$ cat src/rtl/w5300_common_regs_conf_seq_pkg.sv
// ----------------------------------------------------------------------------
// w5300_common_regs_conf_seq_pkg
//   Shared definitions for the W5300 common-register configuration sequencer:
//   LUT entry layout {op[26], addr[25:16], value[15:0]}, the terminator
//   address and the sequencer state encodings.
//   Optional macro: W5300_CONF_RETRY_EN adds the retry-gap state.
// ----------------------------------------------------------------------------
package w5300_common_regs_conf_seq_pkg;

    typedef struct packed {
        logic        op;      // 1 = write value, 0 = read and compare
        logic [9:0]  addr;
        logic [15:0] value;
    } conf_entry_t;

    localparam int          LUT_W     = $bits(conf_entry_t);
    localparam logic [9:0]  TERM_ADDR = 10'h3FF;

    localparam logic [2:0] ST_IDLE  = 3'd0;
    localparam logic [2:0] ST_FETCH = 3'd1;
    localparam logic [2:0] ST_ISSUE = 3'd2;
    localparam logic [2:0] ST_WAIT  = 3'd3;
    localparam logic [2:0] ST_NEXT  = 3'd4;
`ifdef W5300_CONF_RETRY_EN
    localparam logic [2:0] ST_GAP   = 3'd5;
`endif

    function automatic logic is_terminator(input conf_entry_t e);
        return e.addr == TERM_ADDR;
    endfunction

endpackage

$ cat src/rtl/w5300_conf_wait_timer.sv
// ----------------------------------------------------------------------------
// w5300_conf_wait_timer
//   Loadable down-counter used by the configuration sequencer for both the
//   bus-ack timeout and the read-retry gap.
//   Ports:
//     clk, rst_n   clock, asynchronous active-low reset
//     load         load load_val (has priority over en)
//     load_val     value loaded; expired asserts load_val+1 enabled cycles later
//     en           count down by one (saturates at zero)
//     expired      count has reached zero
// ----------------------------------------------------------------------------
module w5300_conf_wait_timer #(
    parameter int WIDTH = 10
) (
    input  logic             clk,
    input  logic             rst_n,
    input  logic             load,
    input  logic [WIDTH-1:0] load_val,
    input  logic             en,
    output logic             expired
);

    logic [WIDTH-1:0] count;

    always_ff @(posedge clk or negedge rst_n) begin
        if (!rst_n) begin
            count <= '0;
        end else if (load) begin
            count <= load_val;
        end else if (en && (count != '0)) begin
            count <= count - WIDTH'(1);
        end
    end

    assign expired = (count == '0);

endmodule

$ cat src/rtl/w5300_common_regs_conf_seq.sv
// ----------------------------------------------------------------------------
// w5300_common_regs_conf_seq
//   Walks the W5300 common-register configuration LUT after a start pulse and
//   replays each entry as a host-bus transaction. Writes are fire-and-forget;
//   reads are compared against the entry value. Ends on the terminator
//   address, the last LUT entry, a compare mismatch or an ack timeout.
//   Optional macro: W5300_CONF_RETRY_EN -- a read mismatch idles the bus for
//   RETRY_GAP cycles and re-issues the entry, up to RETRY_MAX retries.
//   Ports:
//     clk, rst_n          clock, asynchronous active-low reset
//     start               begin at index 0 (ignored while busy)
//     busy/done/error     status; done/error are levels cleared by next start
//     err_index           LUT index of the failing entry
//     lut_index/lut_data  combinational LUT lookup
//     bus_req/bus_wr/bus_addr/bus_wdata   transaction request, held until ack
//     bus_ack/bus_rdata   one-cycle completion and read data
// ----------------------------------------------------------------------------
module w5300_common_regs_conf_seq
    import w5300_common_regs_conf_seq_pkg::*;
#(
    parameter int LUT_DEPTH   = 64,
    parameter int ACK_TIMEOUT = 1024
`ifdef W5300_CONF_RETRY_EN
    ,
    parameter int RETRY_MAX   = 8,
    parameter int RETRY_GAP   = 256
`endif
) (
    input  logic                         clk,
    input  logic                         rst_n,
    input  logic                         start,
    output logic                         busy,
    output logic                         done,
    output logic                         error,
    output logic [$clog2(LUT_DEPTH)-1:0] err_index,
    output logic [$clog2(LUT_DEPTH)-1:0] lut_index,
    input  logic [26:0]                  lut_data,
    output logic                         bus_req,
    output logic                         bus_wr,
    output logic [9:0]                   bus_addr,
    output logic [15:0]                  bus_wdata,
    input  logic                         bus_ack,
    input  logic [15:0]                  bus_rdata
);

    localparam int IW = $clog2(LUT_DEPTH);
`ifdef W5300_CONF_RETRY_EN
    localparam int TMAX = (ACK_TIMEOUT > RETRY_GAP) ? ACK_TIMEOUT : RETRY_GAP;
    localparam int RW   = $clog2(RETRY_MAX + 2);
`else
    localparam int TMAX = ACK_TIMEOUT;
`endif
    localparam int TW = $clog2(TMAX + 1);

    logic [2:0]    state;
    conf_entry_t   cur_entry;
    conf_entry_t   lut_entry;
    logic          read_miss;

    logic          tmr_load;
    logic          tmr_en;
    logic [TW-1:0] tmr_val;
    logic          tmr_expired;

`ifdef W5300_CONF_RETRY_EN
    logic [RW-1:0] retry_cnt;
    logic          retry_ok;
    assign retry_ok = (retry_cnt < RW'(RETRY_MAX));
`endif

    assign lut_entry = conf_entry_t'(lut_data);
    assign read_miss = !cur_entry.op && (bus_rdata != cur_entry.value);

    // One timer serves both waits: ack timeout is armed on issue, the retry
    // gap on a missed read, and the ack timeout again on re-issue.
    always_comb begin
        tmr_load = 1'b0;
        tmr_en   = 1'b0;
        tmr_val  = '0;
        case (state)
            ST_ISSUE: begin
                tmr_load = 1'b1;
                tmr_val  = TW'(ACK_TIMEOUT - 1);
            end
            ST_WAIT: begin
                tmr_en = 1'b1;
`ifdef W5300_CONF_RETRY_EN
                if (bus_ack && read_miss && retry_ok) begin
                    tmr_load = 1'b1;
                    tmr_val  = TW'(RETRY_GAP - 1);
                end
`endif
            end
`ifdef W5300_CONF_RETRY_EN
            ST_GAP: begin
                tmr_en = 1'b1;
                if (tmr_expired) begin
                    tmr_load = 1'b1;
                    tmr_val  = TW'(ACK_TIMEOUT - 1);
                end
            end
`endif
            default: ;
        endcase
    end

    w5300_conf_wait_timer #(
        .WIDTH (TW)
    ) u_wait_timer (
        .clk      (clk),
        .rst_n    (rst_n),
        .load     (tmr_load),
        .load_val (tmr_val),
        .en       (tmr_en),
        .expired  (tmr_expired)
    );

    always_ff @(posedge clk or negedge rst_n) begin
        if (!rst_n) begin
            state     <= ST_IDLE;
            cur_entry <= '0;
            busy      <= 1'b0;
            done      <= 1'b0;
            error     <= 1'b0;
            err_index <= '0;
            lut_index <= '0;
            bus_req   <= 1'b0;
            bus_wr    <= 1'b0;
            bus_addr  <= '0;
            bus_wdata <= '0;
`ifdef W5300_CONF_RETRY_EN
            retry_cnt <= '0;
`endif
        end else begin
            case (state)
                ST_IDLE: begin
                    if (start) begin
                        busy      <= 1'b1;
                        done      <= 1'b0;
                        error     <= 1'b0;
                        err_index <= '0;
                        lut_index <= '0;
                        state     <= ST_FETCH;
                    end
                end
                ST_FETCH: begin
                    cur_entry <= lut_entry;
`ifdef W5300_CONF_RETRY_EN
                    retry_cnt <= '0;
`endif
                    if (is_terminator(lut_entry)) begin
                        busy  <= 1'b0;
                        done  <= 1'b1;
                        state <= ST_IDLE;
                    end else begin
                        state <= ST_ISSUE;
                    end
                end
                ST_ISSUE: begin
                    bus_req   <= 1'b1;
                    bus_wr    <= cur_entry.op;
                    bus_addr  <= cur_entry.addr;
                    bus_wdata <= cur_entry.value;
                    state     <= ST_WAIT;
                end
                ST_WAIT: begin
                    if (bus_ack) begin
                        bus_req <= 1'b0;
                        if (!read_miss) begin
                            state <= ST_NEXT;
`ifdef W5300_CONF_RETRY_EN
                        end else if (retry_ok) begin
                            retry_cnt <= retry_cnt + RW'(1);
                            state     <= ST_GAP;
`endif
                        end else begin
                            busy      <= 1'b0;
                            error     <= 1'b1;
                            err_index <= lut_index;
                            state     <= ST_IDLE;
                        end
                    end else if (tmr_expired) begin
                        bus_req   <= 1'b0;
                        busy      <= 1'b0;
                        error     <= 1'b1;
                        err_index <= lut_index;
                        state     <= ST_IDLE;
                    end
                end
                ST_NEXT: begin
                    if (lut_index == IW'(LUT_DEPTH - 1)) begin
                        busy  <= 1'b0;
                        done  <= 1'b1;
                        state <= ST_IDLE;
                    end else begin
                        lut_index <= lut_index + IW'(1);
                        state     <= ST_FETCH;
                    end
                end
`ifdef W5300_CONF_RETRY_EN
                // Entry is already registered, so re-issue goes straight to
                // WAIT and the bus stays idle for exactly RETRY_GAP cycles.
                ST_GAP: begin
                    if (tmr_expired) begin
                        bus_req <= 1'b1;
                        state   <= ST_WAIT;
                    end
                end
`endif
                default: state <= ST_IDLE;
            endcase
        end
    end

endmodule
$ cat config.mk
export PLATFORM = sky130hd
export DESIGN_NAME = w5300_common_regs_conf_seq
export DESIGN_NICKNAME = d
export VERILOG_FILES = /design/src/rtl/w5300_common_regs_conf_seq_pkg.sv /design/src/rtl/w5300_conf_wait_timer.sv /design/src/rtl/w5300_common_regs_conf_seq.sv
export SDC_FILE = /design/constraint.sdc
export NUM_CORES = 1
export LEC_CHECK = 0
export BUFFER_PORTS_ARGS = -buffer_cell sky130_fd_sc_hd__buf_2
export CORE_ASPECT_RATIO = 0.7
export CORE_UTILIZATION = 40
export DETAILED_ROUTE_END_ITERATION = 10
export PLACE_DENSITY = 0.73
export SLEW_MARGIN = 40
export SYNTH_ARGS = -nofsm -noshare
export SYNTH_HDL_FRONTEND = slang
export SYNTH_SLANG_ARGS = --single-unit
$ cat constraint.sdc
create_clock -name clk -period 4.7 [get_ports clk]
set_clock_uncertainty 0.2 [all_clocks]
set_input_delay 0.705 -clock clk [delete_from_list [all_inputs] [get_ports clk]]
set_output_delay 0.705 -clock clk [all_outputs]
set_load 0.05 [all_outputs]
== Yosys cells after proc, flatten, opt, wreduce, memory -nomap -nowiden ==
Index checks and enable logic that the tools add are counted.

* Add/subtract/negate cells: 2
* Reductions and logical operators: 18
* Muxes and demuxes: 36
* Equality and inequality tests: 13

{| class="wikitable"
|+ Operators with widths
! operator !! number
|-
| $mux W6 || 5
|-
| $pmux W6 S2 || 2
|-
| $mux W11 || 2
|-
| $mux W1 || 16
|-
| $ne A16 B16 Y1 || 1
|-
| $pmux W3 S5 || 1
|-
| $mux W3 || 4
|-
| $logic_not A11 Y1 || 1
|-
| $reduce_bool A11 Y1 || 1
|-
| $sub A11 B1 Y11 const B || 1
|-
| $eq A10 B10 Y1 const B || 1
|-
| $mux W10 || 1
|-
| $ne A2 B2 Y1 const B || 4
|-
| $reduce_and A4 Y1 || 2
|-
| $reduce_bool A2 Y1 || 4
|-
| $add A6 B1 Y6 const B || 1
|-
| $eq A3 B2 Y1 const B || 2
|-
| $eq A6 B6 Y1 const B || 1
|-
| $ne A3 B3 Y1 const B || 2
|-
| $reduce_and A6 Y1 || 1
|-
| $pmux W1 S2 || 2
|-
| $pmux W1 S4 || 1
|-
| $reduce_and A2 Y1 || 2
|-
| $reduce_bool A4 Y1 || 1
|-
| 9 further kinds || 10
|}

* Word-level logic and storage cells: 83
* Register bits after elaboration: 84
* Input bits: 47

== Logic depth before layout (Yosys ltp) ==
* Word-level depth: 5
* Depth in mapped cells: 7

== Hierarchy ==
From an unflattened synthesis, not the netlist that was laid out.

* Cells, all modules: 310
* Area total of the unflattened synthesis: 3834.9 sq um

{| class="wikitable"
|+ Modules (own cells, without submodules)
! module !! cells each !! area an instance (sq um) !! instances
|-
| w5300_common_regs_conf_seq || 235 || 3128.0 || 1
|-
| w5300_conf_wait_timer || 75 || 706.9 || 1
|}

== Worst setup path before layout ==
OpenSTA, ideal clock, no wires.

* Path type: register to register
* Start: reg lut_index[1]
* End: reg busy
* Buffers on the path: 0
* Stages on the path, launching flop included: 7
* Setup slack: 2.596 ns
* Required time: 4.374 ns
* Arrival time: 1.778 ns
* Cell sequence: dfrtp_1 > ha_1 > nand3_1 > nor2_1 > nor3b_1 > a211o_1 > o32a_1

* Word-level cells in the longest chain between the ends: 3

{| class="wikitable"
|+ Ends and longest elaborated chain
! item !! RTL line !! RTL
|-
| from (decl) || w5300_common_regs_conf_seq.sv:36 || <nowiki>output logic [$clog2(LUT_DEPTH)-1:0] lut_index,</nowiki>
|-
| from (signal assigned) || w5300_common_regs_conf_seq.sv:196 || <nowiki>lut_index <= lut_index + IW'(1);</nowiki>
|-
| $eq A6 B6 Y1 || w5300_common_regs_conf_seq.sv:191 || <nowiki>if (lut_index == IW'(LUT_DEPTH - 1)) begin</nowiki>
|-
| $ne A2 B2 Y1 (no source line) || -- ||
|-
| $reduce_and A6 Y1 (no source line) || -- ||
|-
| to (signal assigned) || w5300_common_regs_conf_seq.sv:177 || <nowiki>busy <= 1'b0;</nowiki>
|-
| to (signal assigned) || w5300_common_regs_conf_seq.sv:184 || <nowiki>busy <= 1'b0;</nowiki>
|-
| to (signal assigned) || w5300_common_regs_conf_seq.sv:192 || <nowiki>busy <= 1'b0;</nowiki>
|-
| to (decl) || w5300_common_regs_conf_seq.sv:32 || <nowiki>output logic busy,</nowiki>
|}

No other way between the ends.
A chain may end at the register's enable or synchronous reset.

== Worst setup path after layout ==
* Start: in bus_rdata[12]
* End: reg err_index[4]

* Word-level cells in the longest chain between the ends: 4

{| class="wikitable"
|+ Ends and longest elaborated chain
! item !! RTL line !! RTL
|-
| from (decl) || w5300_common_regs_conf_seq.sv:43 || <nowiki>input logic [15:0] bus_rdata</nowiki>
|-
| $ne A16 B16 Y1 || w5300_common_regs_conf_seq.sv:72 || <nowiki>assign read_miss = !cur_entry.op && (bus_rdata != cur_entry.value);</nowiki>
|-
| $logic_and A1 B1 Y1 || w5300_common_regs_conf_seq.sv:72 ||
|-
| $ne A3 B3 Y1 (no source line) || -- ||
|-
| $reduce_and A4 Y1 (no source line) || -- ||
|-
| to (signal assigned) || w5300_common_regs_conf_seq.sv:179 || <nowiki>err_index <= lut_index;</nowiki>
|-
| to (signal assigned) || w5300_common_regs_conf_seq.sv:186 || <nowiki>err_index <= lut_index;</nowiki>
|-
| to (decl) || w5300_common_regs_conf_seq.sv:35 || <nowiki>output logic [$clog2(LUT_DEPTH)-1:0] err_index,</nowiki>
|}

No other way between the ends.

==> insert_results.sql <==
INSERT INTO impl_metrics (metric_group, metric, value, unit) VALUES
('floorplan', 'die_area', '9920', 'um^2'),
('clock_network', 'tritoncts', 'done', ''),
('synth', 'netlist-cell-type-count', '48', ''),
('placement', 'placedCellCount', '561', ''),
('timing', 'max_clock_freq', '442', 'MHz'),
('route', 'vias', '2895', ''),
('timing', 'final_period_minus_worst_setup_slack', '2260', 'ps'),
('critical_path', 'critical_path.reg2reg.startpoint', 'cur_entry[13]$_DFFE_PN0P_', ''),
('timing', 'slew_viol_final', '0', ''),
('clock_network', 'cts-root-buf', 'clkbuf_16', ''),
('synth', 'synthesis.nets', '407', ''),
('timing', 'timing_hold_violations_final', '0', ''),
('synth', 'synth_top_cells_by_count', 'nand2_1, dfrtp_1, xor2_1', ''),
('critical_path', 'cp_num_buf_inv', '1', ''),
('global_routing', 'grt_remaining_overflow', '0', ''),
('timing', 'finalCritPeriodShare', '0.482', ''),
('critical_path', 'critical_path.top_delay_family', 'compound AO/OA/AOI/OAI gates', ''),
('route', 'postRouteAntennaNets', '0', ''),
('clock_network', 'cts_setup_buffers', '0', ''),
('status', 'status', 'completed', ''),
('critical_path', 'timing.reg2reg.worst_path_depth', '5', ''),
('route', 'drtPass1Iterations', '5', ''),
('synth', 'dominantRegCellSynth', 'dfrtp_1', ''),
('critical_path', 'r2r_end', 'err_index[4]$_DFFE_PN0P_', ''),
('timing', 'max_slew.worst_pin.slew', '746', 'ps'),
('synth', 'synth.top_cell.area_share', '0.552', ''),
('synth', 'synth.largest_area_cell', 'dfrtp_1', ''),
('critical_path', 'worst_setup_path_endpoint', 'err_index[4]$_DFFE_PN0P_', ''),
('critical_path', 'worst_setup_path_startpoint', 'bus_rdata[12]', ''),
('route', 'first_iter_violations', '166', ''),
('global_routing', 'grt_pass1_wl', '14400', 'um'),
('clock_network', 'post_cts.resized_instances', '0', ''),
('synth', 'yosys-top-cells-area', 'dfrtp_1, nand2_1, mux2_1, xor2_1, mux2_2', ''),
('timing', 'setup_repair_after_global_routing_missed_its_margin', 'false', ''),
('timing', 'timing.final.setup_violations', '0', ''),
('synth', 'synthArstFlopShare', '1.00', ''),
('hold_path', 'hold_path_class', 'primary input to async pin', ''),
('clock_network', 'cts_hold_buf', '0', ''),
('synth', 'syn_inst', '357', ''),
('global_routing', 'vias_in_the_first_global_route', '2928', ''),
('critical_path', 'startpoint_type', 'primary input', ''),
('route', 'finalWirelength', '8550', 'um'),
('placement', 'globalplace.congestion', '0.815', ''),
('synth', 'synth_enable_flop_cells', '0', ''),
('global_routing', 'grtUsageTotal', '0.185', ''),
('critical_path', 'critPathMaxStageDelay', '400', 'ps'),
('clock_network', 'tritoncts.num_buffers', '9', ''),
('synth', 'syn_area', '3810', 'um^2'),
('synth', 'postSynthRegisterBits', '84', ''),
('run', 'drv_cap', '0', ''),
('clock_network', 'clockBufferDepth', '2', ''),
('placement', 'hpwl', '6030', 'um'),
('finish', 'finish.cell_count_without_fillers', '575', ''),
('critical_path', 'worst-endpoint-arrival', '2290', 'ps'),
('critical_path', 'r2r_slack', '2480', 'ps'),
('finish', 'antenna_diode_instance_count', '0', ''),
('floorplan', 'floorplan.core_area', '9140', 'um^2'),
('pwr', 'power_per_cell_area', '724', 'nW/um^2'),
('timing', 'hold_worst_slack', '203', 'ps'),
('critical_path', 'cp_num_cells', '6', ''),
('finish', 'fraction_of_final_layout_cells_sized_beyond_drive_strength_1', '0.282', ''),
('critical_path', 'cp_data_required_time', '4720', 'ps'),
('timing', 'final.setup.tns', '0', 'ps'),
('floorplan', 'initial_utilization', '0.416', ''),
('floorplan', 'num_io_pins', '90', ''),
('pwr', 'worst_ir_drop_vdd', '0.000395', 'V'),
('route', 'drt_drc_violations_left', '0', ''),
('synth', 'ys_seq_area_frac', '0.552', ''),
('timing', 'max_slew_margin', '0.503', ''),
('synth', 'yosysMostFrequentCell', 'nand2_1', ''),
('floorplan', 'dieWidth', '119', 'um');
[area by class of cell]
| cell class | instances | area, um^2 |
|---|---|---|
| timing repair buffer | 92 | 474 |
| clock buffer | 10 | 239 |
| inverter | 6 | 22.5 |
| multi-input combinational | 255 | 1620 |
| tap | 124 | 155 |
| fill | 857 | 4480 |
| sequential | 84 | 2100 |
| clock inverter | 4 | 51.3 |
[worst min path at each step]
stage | to
after global placement | bus_addr[2]$_DFFE_PN0P_
after global routing | cur_entry[12]$_DFFE_PN0P_
after floorplan | bus_addr[0]$_DFFE_PN0P_
final | cur_entry[12]$_DFFE_PN0P_
after CTS | cur_entry[12]$_DFFE_PN0P_
after detailed placement | bus_addr[5]$_DFFE_PN0P_
[state kept, by name, summed over array words and instances, names as in the netlist]
register,cells
bus_addr,10
error,1
u_wait_timer.count,11
busy,1
state,3
cur_entry,27
err_index,6
bus_wr,1
bus_req,1
done,1
lut_index,6
bus_wdata,16
[cells by family after synthesis]
kind of cell | synth area share
flip-flops | 0.552
XOR/XNOR | 0.0644
AO/OA/AOI/OAI | 0.0720
multiplexers | 0.0799
adder cells (fa/ha/maj) | 0.00986
buffers and inverters | 0.0227
AND/OR/NAND/NOR | 0.199
[per-stage QoR]
step	utilization	cell area (um^2)	setup slack [ps]	power (mW)
after floorplan	-	3810	2600	2.33
after global placement	0.478	4370	2140	2.66
after detailed placement	0.478	4370	2140	2.70
after CTS	0.510	4660	2490	3.40
after global routing	0.510	4660	2360	3.59
final	0.510	4660	2440	3.37
[power by group]
part | switching (mW) | internal (mW)
clock network | 0.271 | 0.420
registers | 0.236 | 1.01
logic | 0.986 | 0.454
total | 1.49 | 1.88
[layer usage]
layer  up-vias  routed length, um  GRT usage
li1       1402                  -          -
met1      1404               4080      0.248
met2        80               3780      0.285
met3         9                621     0.0704
met4         0                 68     0.0380
met5         -                  0          0
[layout by cell type (no fill, tap or decap), types with 5 or more instances in the layout]
cell        n
a22o_1      8
buf_2      88
clkbuf_16   9
dfrtp_1    84
inv_1       5
mux2_1     18
mux2_2      9
nand2_1    99
nand4_1     8
nor2_1     18
nor3_1      7
o21ai_0     7
xnor2_1     5
xor2_1     23
No activity file was read; power rests on OpenSTA's default activity.
